<file path="config.mk">
export PLATFORM = sky130hd
export DESIGN_NAME = mult_divider
export DESIGN_NICKNAME = d
export VERILOG_FILES = /design/src/rtl/mult_div_pkg.sv /design/src/rtl/div_step.sv /design/src/rtl/mult_divider.sv
export SDC_FILE = /design/constraint.sdc
export NUM_CORES = 1
export LEC_CHECK = 0
export CORE_MARGIN = 2
export CORE_UTILIZATION = 61
export CTS_CLUSTER_DIAMETER = 30
export DETAILED_ROUTE_END_ITERATION = 16
export PLACE_DENSITY = 0.82
export REMOVE_ABC_BUFFERS = 1
export SETUP_SLACK_MARGIN = 0.15
export SYNTH_ARGS = -nofsm -noshare
export SYNTH_HDL_FRONTEND = slang
export SYNTH_HIERARCHICAL = 1
export SYNTH_SLANG_ARGS = --single-unit
</file>
<file path="constraint.sdc">
create_clock -name clock -period 14.8 [get_ports clock]
set_input_delay 2.96 -clock clock [delete_from_list [all_inputs] [get_ports clock]]
set_output_delay 2.96 -clock clock [all_outputs]
set_load 0.02 [all_outputs]
</file>
<file path="src/rtl/mult_div_pkg.sv">
// -----------------------------------------------------------------------------
// mult_div_pkg
// Shared definitions for the mult_divider block:
//   DATA_W    - operand / result width (64)
//   REM_W     - width of the shifted partial remainder used by a trial step
//   state_t   - controller states IDLE, CALC, DONE
//   cnt_width - iteration counter width for a given BITS_PER_CYCLE
// -----------------------------------------------------------------------------
package mult_div_pkg;

   localparam int DATA_W = 64;
   localparam int REM_W  = DATA_W + 1;

   typedef enum logic [1:0] {
      IDLE = 2'd0,
      CALC = 2'd1,
      DONE = 2'd2
   } state_t;

   // Counter has to reach DATA_W/bits_per_cycle - 1; keep at least one bit.
   function automatic int cnt_width(input int bits_per_cycle);
      int steps;
      steps = DATA_W / bits_per_cycle;
      return (steps > 1) ? $clog2(steps) : 1;
   endfunction

endpackage

</file>
<file path="src/rtl/div_step.sv">
// -----------------------------------------------------------------------------
// div_step
// One combinational restoring-division step: shift the partial remainder left
// by one, bringing in the next dividend bit, trial-subtract the divisor and
// keep the difference only when it does not go negative.
// Ports:
//   i_rem      - partial remainder entering the step (always < divisor)
//   i_dvd_bit  - next dividend bit, MSB first
//   i_divisor  - divisor
//   o_rem      - partial remainder leaving the step
//   o_q_bit    - quotient bit retired by this step
// -----------------------------------------------------------------------------
module div_step
   import mult_div_pkg::*;
(
   input  logic [DATA_W-1:0] i_rem,
   input  logic              i_dvd_bit,
   input  logic [DATA_W-1:0] i_divisor,
   output logic [DATA_W-1:0] o_rem,
   output logic              o_q_bit
);

   logic [REM_W-1:0]  w_shift;
   logic [DATA_W-1:0] w_diff;
   logic              w_ge;

   // The shifted value can exceed 64 bits, so the trial compare is done on
   // the full 65-bit value. Whenever the difference is selected it is below
   // the divisor, so its low 64 bits are exact.
   assign w_shift = {i_rem, i_dvd_bit};
   assign w_ge    = (w_shift >= {1'b0, i_divisor});
   assign w_diff  = w_shift[DATA_W-1:0] - i_divisor;

   assign o_rem   = w_ge ? w_diff : w_shift[DATA_W-1:0];
   assign o_q_bit = w_ge;

endmodule

</file>
<file path="src/rtl/mult_divider.sv">
// -----------------------------------------------------------------------------
// mult_divider
// Iterative unsigned 64-bit restoring divider retiring BITS_PER_CYCLE quotient
// bits per clock (legal values 1, 2, 4, 8).
// Optional feature macro: MULT_DIVIDER_EARLY_OUT_EN
//   When defined, a request with divisor 0 or dividend < divisor skips the
//   iteration and completes in the cycle after acceptance.
// Handshake: start is sampled on a rising edge only while busy is low
//   (state IDLE or DONE). done pulses for one cycle per completed request;
//   quotient, remainder and div_by_zero are valid with it and hold until the
//   next completion. busy is high only while iterating.
// Ports:
//   clock        - clock, rising edge
//   reset        - asynchronous active-low reset
//   start        - request
//   dividend     - numerator, captured on acceptance
//   divisor      - denominator, captured on acceptance
//   quotient     - result quotient (all ones for divisor 0)
//   remainder    - result remainder (dividend for divisor 0)
//   busy         - high while in CALC
//   done         - one-cycle completion pulse
//   div_by_zero  - completed request had divisor 0
//   o_dbg_state  - current controller state
// -----------------------------------------------------------------------------
module mult_divider
   import mult_div_pkg::*;
#(
   parameter int BITS_PER_CYCLE = 4
)(
   input  logic              clock,
   input  logic              reset,
   input  logic              start,
   input  logic [DATA_W-1:0] dividend,
   input  logic [DATA_W-1:0] divisor,
   output logic [DATA_W-1:0] quotient,
   output logic [DATA_W-1:0] remainder,
   output logic              busy,
   output logic              done,
   output logic              div_by_zero,
   output state_t            o_dbg_state
);

   localparam int               STEPS    = DATA_W / BITS_PER_CYCLE;
   localparam int               CNT_W    = cnt_width(BITS_PER_CYCLE);
   localparam logic [CNT_W-1:0] LAST_CNT = CNT_W'(STEPS - 1);

   state_t r_state;
   state_t w_state_nxt;

   logic [CNT_W-1:0]  r_cnt;
   // r_acc starts as the dividend; each cycle the consumed dividend bits leave
   // at the top while the new quotient bits enter at the bottom, so after the
   // last step it holds the full quotient.
   logic [DATA_W-1:0] r_acc;
   logic [DATA_W-1:0] r_rem;
   logic [DATA_W-1:0] r_dvs;
   logic [DATA_W-1:0] r_quotient;
   logic [DATA_W-1:0] r_remainder;
   logic              r_dbz;

   logic                      w_accept;
   logic                      w_last;
   logic                      w_early;
   logic [DATA_W-1:0]         w_rem [0:BITS_PER_CYCLE];
   logic [BITS_PER_CYCLE-1:0] w_qbits;
   logic [DATA_W-1:0]         w_acc_nxt;

   // ---------------------------------------------------------------------
   // Step chain: step i consumes dividend bit 63-i of r_acc, MSB first.
   // ---------------------------------------------------------------------
   assign w_rem[0] = r_rem;

   for (genvar i = 0; i < BITS_PER_CYCLE; i++) begin : g_step
      div_step u_div_step (
         .i_rem     (w_rem[i]),
         .i_dvd_bit (r_acc[DATA_W-1-i]),
         .i_divisor (r_dvs),
         .o_rem     (w_rem[i+1]),
         .o_q_bit   (w_qbits[BITS_PER_CYCLE-1-i])
      );
   end

   assign w_acc_nxt = {r_acc[DATA_W-1-BITS_PER_CYCLE:0], w_qbits};

`ifdef MULT_DIVIDER_EARLY_OUT_EN
   assign w_early = (divisor == '0) || (dividend < divisor);
`else
   assign w_early = 1'b0;
`endif

   // ---------------------------------------------------------------------
   // Controller: state register
   // ---------------------------------------------------------------------
   always_ff @(posedge clock or negedge reset) begin
      if (!reset) begin
         r_state <= IDLE;
      end else begin
         r_state <= w_state_nxt;
      end
   end

   // ---------------------------------------------------------------------
   // Controller: next state. DONE behaves like IDLE for acceptance so a
   // request held across done starts without a bubble.
   // ---------------------------------------------------------------------
   always_comb begin
      w_state_nxt = r_state;
      w_accept    = 1'b0;
      w_last      = 1'b0;
      case (r_state)
         IDLE, DONE: begin
            if (start) begin
               w_accept    = 1'b1;
               w_state_nxt = w_early ? DONE : CALC;
            end else begin
               w_state_nxt = IDLE;
            end
         end
         CALC: begin
            if (r_cnt == LAST_CNT) begin
               w_last      = 1'b1;
               w_state_nxt = DONE;
            end
         end
         default: begin
            w_state_nxt = IDLE;
         end
      endcase
   end

   // ---------------------------------------------------------------------
   // Datapath. Result registers only load on completion, so they stay
   // stable while the next request iterates.
   // ---------------------------------------------------------------------
   always_ff @(posedge clock or negedge reset) begin
      if (!reset) begin
         r_cnt       <= '0;
         r_acc       <= '0;
         r_rem       <= '0;
         r_dvs       <= '0;
         r_quotient  <= '0;
         r_remainder <= '0;
         r_dbz       <= 1'b0;
      end else if (w_accept) begin
         r_cnt <= '0;
         r_acc <= dividend;
         r_rem <= '0;
         r_dvs <= divisor;
         if (w_early) begin
            r_quotient  <= (divisor == '0) ? '1 : '0;
            r_remainder <= dividend;
            r_dbz       <= (divisor == '0);
         end
      end else if (r_state == CALC) begin
         r_cnt <= r_cnt + 1'b1;
         r_acc <= w_acc_nxt;
         r_rem <= w_rem[BITS_PER_CYCLE];
         if (w_last) begin
            r_quotient  <= w_acc_nxt;
            r_remainder <= w_rem[BITS_PER_CYCLE];
            r_dbz       <= (r_dvs == '0);
         end
      end
   end

   assign quotient    = r_quotient;
   assign remainder   = r_remainder;
   assign div_by_zero = r_dbz;
   assign busy        = (r_state == CALC);
   assign done        = (r_state == DONE);
   assign o_dbg_state = r_state;

endmodule

</file>
; After elaboration in Yosys (flattened, before gate mapping)
; Index checks and enable logic that the tools add are counted.
[classes]
add_sub_neg = 5
magnitude_cmp = 4
n_eq_ne = 4
muxes = 17
n_bitwise = 1
reduce_logical = 5
[ops]
columns = operator, n
row1 = two-way mux 64 bit, 8
row2 = greater-or-equal comparator 65 x 64 -> 1 bit, 4
row3 = subtractor 64 bit, 4
row4 = logical NOT 64 bit, 1
row5 = two-way mux 4 bit, 2
row6 = two-way mux 1 bit, 5
row7 = adder 4 x 1 -> 4 bit (second input constant), 1
row8 = == test 4 bit (second input constant), 1
row9 = case mux 2 bit (2 select lines), 1
row10 = AND reduction 3 bit, 1
row11 = == test 2 x 1 -> 1 bit (second input constant), 1
row12 = == test 2 bit (second input constant), 1
row13 = logical NOT 2 bit, 1
row14 = two-way mux 2 bit, 1
row15 = != test 2 x 1 -> 1 bit (second input constant), 1
row16 = nonzero test 2 bit, 1
row17 = OR reduction 2 bit, 1
row18 = inverter 1 bit, 1
[word_totals]
regBits = 327
in_bits = 131
elab_cells = 44

; Logic depth before layout (Yosys ltp)
[logic_depth]
ltp_word = 10
mapped_depth = 62
mapped_depth_nobuf = 48

; Modules after synthesis
; Netlist, hierarchy kept.
[modules_own_cells]
columns = module, n_inst, cells_each, area_per_inst_um2, seq_area_each_um2
row1 = div_step, 4, 757, 4792.1, 0.0
row2 = mult_divider, 1, 873, 13150.1, 8182.8

; Worst setup path after synthesis
; OpenSTA, ideal clock, no wires.
[synth_timing]
path_kind = reg2reg
startpoint = reg r_dvs[14]
endpoint = reg r_remainder[46], in the netlist remainder[46]
setup_ns = 0.125
t_arrival_ns = 10.272
t_required_ns = 14.675
setup_slack_ns = 4.403
stages_incl_launch_ff = 50
n_path_buf = 6
synth_period_minus_slack_ns = 10.397
path_cell_list = dfrtp_1 -> inv_1 -> ha_1 -> a21o_1 -> o21bai_1 -> a211oi_2 -> nor2b_1 -> o31ai_4 -> o21a_4 -> o21ai_2 -> a31oi_2 -> buf_12 -> buf_6 -> mux2_4 -> ha_1 -> a21oi_2 -> nand2_1 -> o21ai_1 -> [14 not listed] -> o21a_4 -> o21ai_2 -> a31oi_2 -> buf_12 -> buf_6 -> mux2_4 -> ha_1 -> and2_2 -> o21ai_0 -> a31oi_1 -> o41a_1 -> a31o_1 -> a21o_1 -> or3_4 -> o21a_1 -> xnor2_1 -> mux2_1 -> mux2_4
[synth_rtl]
columns = element, line
row1 = start: declaration, mult_divider.sv:56  ; logic [DATA_W-1:0] r_dvs;
row2 = start signal: assignment, mult_divider.sv:148  ; r_dvs <= divisor;
row3 = end signal: assignment, mult_divider.sv:151  ; r_remainder <= dividend;
row4 = end signal: assignment, mult_divider.sv:160  ; r_remainder <= w_rem[BITS_PER_CYCLE];
row5 = end: declaration, mult_divider.sv:58  ; logic [DATA_W-1:0] r_remainder;

==> qor.txt <==
Status - finished, final reports clean
Port bufs - 263
Antenna cell count - 0
FILL cells - 4122
M3 GR Usage - 0.0976
Post-synth cell types - 76
Critical R2R Capture - remainder[21]
Post-Syn Area - 32300 sq um
Final Util - 0.722
Overall Global Routing Usage - 0.420
Final Critical Period - 14.42 ns
DRT antenna net count - 0
Hold Path Stages - 1
Nets - 4519
Total global routing overflow - 0
Final Setup Violations - 0
Max Root-Sink Buffers - 3
Flop2flop setup slack - 0.38 ns
Clk_lat worst skew - 0.65 ns
DIE AREA - 54800 sq um
# rows - 84
Root Driver - clkbuf_16
Worst Setup Start Kind - flip-flop
Slew HR - 0.0491
RR Startpoint - r_dvs[11]
IO Count - 264
Initial antenna violation count - 3
Hold Path End - remainder[5]
Max-slew violations - 0
GRT Max-Usage Layer - met2
Most frequent cells in the layout - nand2_1 (542), dfrtp_1 (327), inv_1 (320)
CTS Sinks - 327
Drt total wl - 117000 um
Vias in the first global route - 29.8k
Detailed router's first-iteration violation count - 3353
Max Freq - 69.4 MHz
Die Y - 234 um
MaxCap Viol Count - 0
WS Path Type - flip-flop to flip-flop
Initial core utilization - 0.616
M2 GR Usage - 0.637
Remaining DRCs - 0
Die X-Extent - 234 um
Clk_skew - 0.0540 ns
GP Congestion - 1.09
Drt pass-1 iters - 8
Ys async rst share - 1.00
Final Hold Viols - 0
Core Area - 52400 sq um
Data required, critical path - 15.28 ns
Met1 Resource Use GR - 0.561
Leading cell type in the layout, fill and taps excluded - nand2_1
Synth Instances - 3901
CP max stage cell - a21oi_1
Crit. End Element - flip-flop
Slew of the pin with the lowest slew margin - 1.43 ns
Period utilization - 0.974
Critical Path Fanout Max - 41
H-tree levels - 3
CTS Buf Count - 71
Worst setup path startpoint - r_dvs[11]
EDFF count, synth - 0
First-pass GRT wire length - 176000 um
Clk slew on worst S/H paths - 0.05 ns
Avg Synthesized Cell Area - 8.28 sq um
Routed vias - 31.6k
Largest net degree at the start of global routing - 152
Ys flop type - dfrtp_1
Min-delay src - remainder[5]
Arrival time of the worst setup path - 14.90 ns
Vias per Instance - 6.48
Hold Path Class - flip-flop to flip-flop
CTS tree - done
Yosys reg bits - 327
Area delta synth->final - 17.2%
Layout cells sized above 1 - 0.130
RSZ-0062 raised after global routing - false
Post-synthesis sequential area ratio - 0.253
Final HPWL DP - 89900 um
Average wire per standard cell - 24.1 um
Syn. warnings - 6
R2R depth - 43
CP peak stage delay - 1.13 ns
Yosys cell counts, types with 20 or more instances:
| library cell | count | share of area |
|---|---|---|
| buf_2 | 47 | 0.0073 |
| nand2b_1 | 28 | 0.0054 |
| o21a_1 | 20 | 0.0046 |
| dfrtp_1 | 327 | 0.25 |
| nor3_1 | 60 | 0.0093 |
| or2_2 | 20 | 0.0039 |
| and3_1 | 20 | 0.0039 |
| mux2_4 | 169 | 0.079 |
| nand2_1 | 542 | 0.063 |
| clkbuf_1 | 70 | 0.0081 |
| o21bai_1 | 60 | 0.014 |
| nand4_1 | 57 | 0.011 |
| mux2_2 | 64 | 0.022 |
| a21oi_1 | 304 | 0.047 |
| xnor2_1 | 116 | 0.031 |
| ha_1 | 257 | 0.099 |
| nor2_1 | 182 | 0.021 |
| a22oi_1 | 64 | 0.015 |
| o21ai_1 | 164 | 0.025 |
| nand3_1 | 85 | 0.013 |
| a21boi_0 | 20 | 0.0046 |
| inv_1 | 320 | 0.037 |
| a21o_1 | 81 | 0.019 |
| a22o_1 | 65 | 0.018 |
| nor4_1 | 25 | 0.0048 |
| o21ai_0 | 243 | 0.038 |
| xor2_1 | 121 | 0.033 |
cell type report:
type                       count  area (sq um)  area share
timing repair buffer         313          3110      0.0822
multi-input combinational   3085         21900       0.578
clock inverter                43           648      0.0171
tap                          688           861      0.0227
clock buffer                  85          1930      0.0509
inverter                     329          1270      0.0335
sequential                   327          8180       0.216
what timing repair did:
action	CTS	global route
hold buffers	0	0
setup buffers	0	0
gates resized for setup	0	1
setup endpoints to repair	0	108
endpoints found under the hold margin	0	0
per-layer routing:
layer  wire, um  vias to the layer above
met2      50900                     1697
met4       6390                        8
met5         56                        -
met3      11900                      336
li1           -                    14358
met1      48000                    15156
metrics by stage:
step | TNS (ns) | cells | hold slack (ns) | area, sq um | worst slack (ns)
4_1_cts | 0 | 4869 | 0.507 | 37900 | 0.739
5_1_grt | 0 | 4870 | 0.514 | 37900 | 0.261
2_1_floorplan | -658.08 | 3740 | 0.463 | 31300 | -5.30
6_report | 0 | 4870 | 0.502 | 37900 | 0.381
3_3_place_gp | 0 | 4741 | 0.484 | 35300 | 0.967
3_5_place_dp | 0 | 4741 | 0.490 | 35300 | 0.915
cells by family (layout without fill, tap and decap cells):
family                     count (synthesis)  count (layout)  synth area share
buffers and inverters                    490             770            0.0718
DFF                                      327             327             0.253
adders and majority gates                261             261             0.102
and+or+nand+nor                         1116            1116             0.159
xor gates and xnor gates                 237             237            0.0642
muxes                                    245             245             0.105
AOI/OAI and AO/OA                       1225            1226             0.245
critical path: cells and delay by family (launching register included):
| kind | cells | cell delay, ns |
|---|---|---|
| muxes | 4 | 1.30 |
| xor gates and xnor gates | 1 | 0.19 |
| and+or+nand+nor | 6 | 1.86 |
| AOI/OAI and AO/OA | 25 | 7.99 |
| DFF | 1 | 0.55 |
| buffers and inverters | 3 | 0.69 |
| adders and majority gates | 4 | 1.54 |
sequential cells by signal (all words and copies together), names as in the netlist:
signal and cells:
quotient 64, r_acc 64, r_rem 64, r_cnt 4, o_dbg_state 2, remainder 64
div_by_zero 1, r_dvs 64
worst max-delay path by stage:
stage,to,cells past startpoint
5_1_grt,remainder[21],45
6_report,remainder[21],43
4_1_cts,remainder[21],44
2_1_floorplan,remainder[28],42
3_5_place_dp,remainder[6],44
3_3_place_gp,remainder[12],44
Power is left out: the tool's default activity adds up to more than one toggle a clock period on the data nets, which glitch-free logic cannot reach.
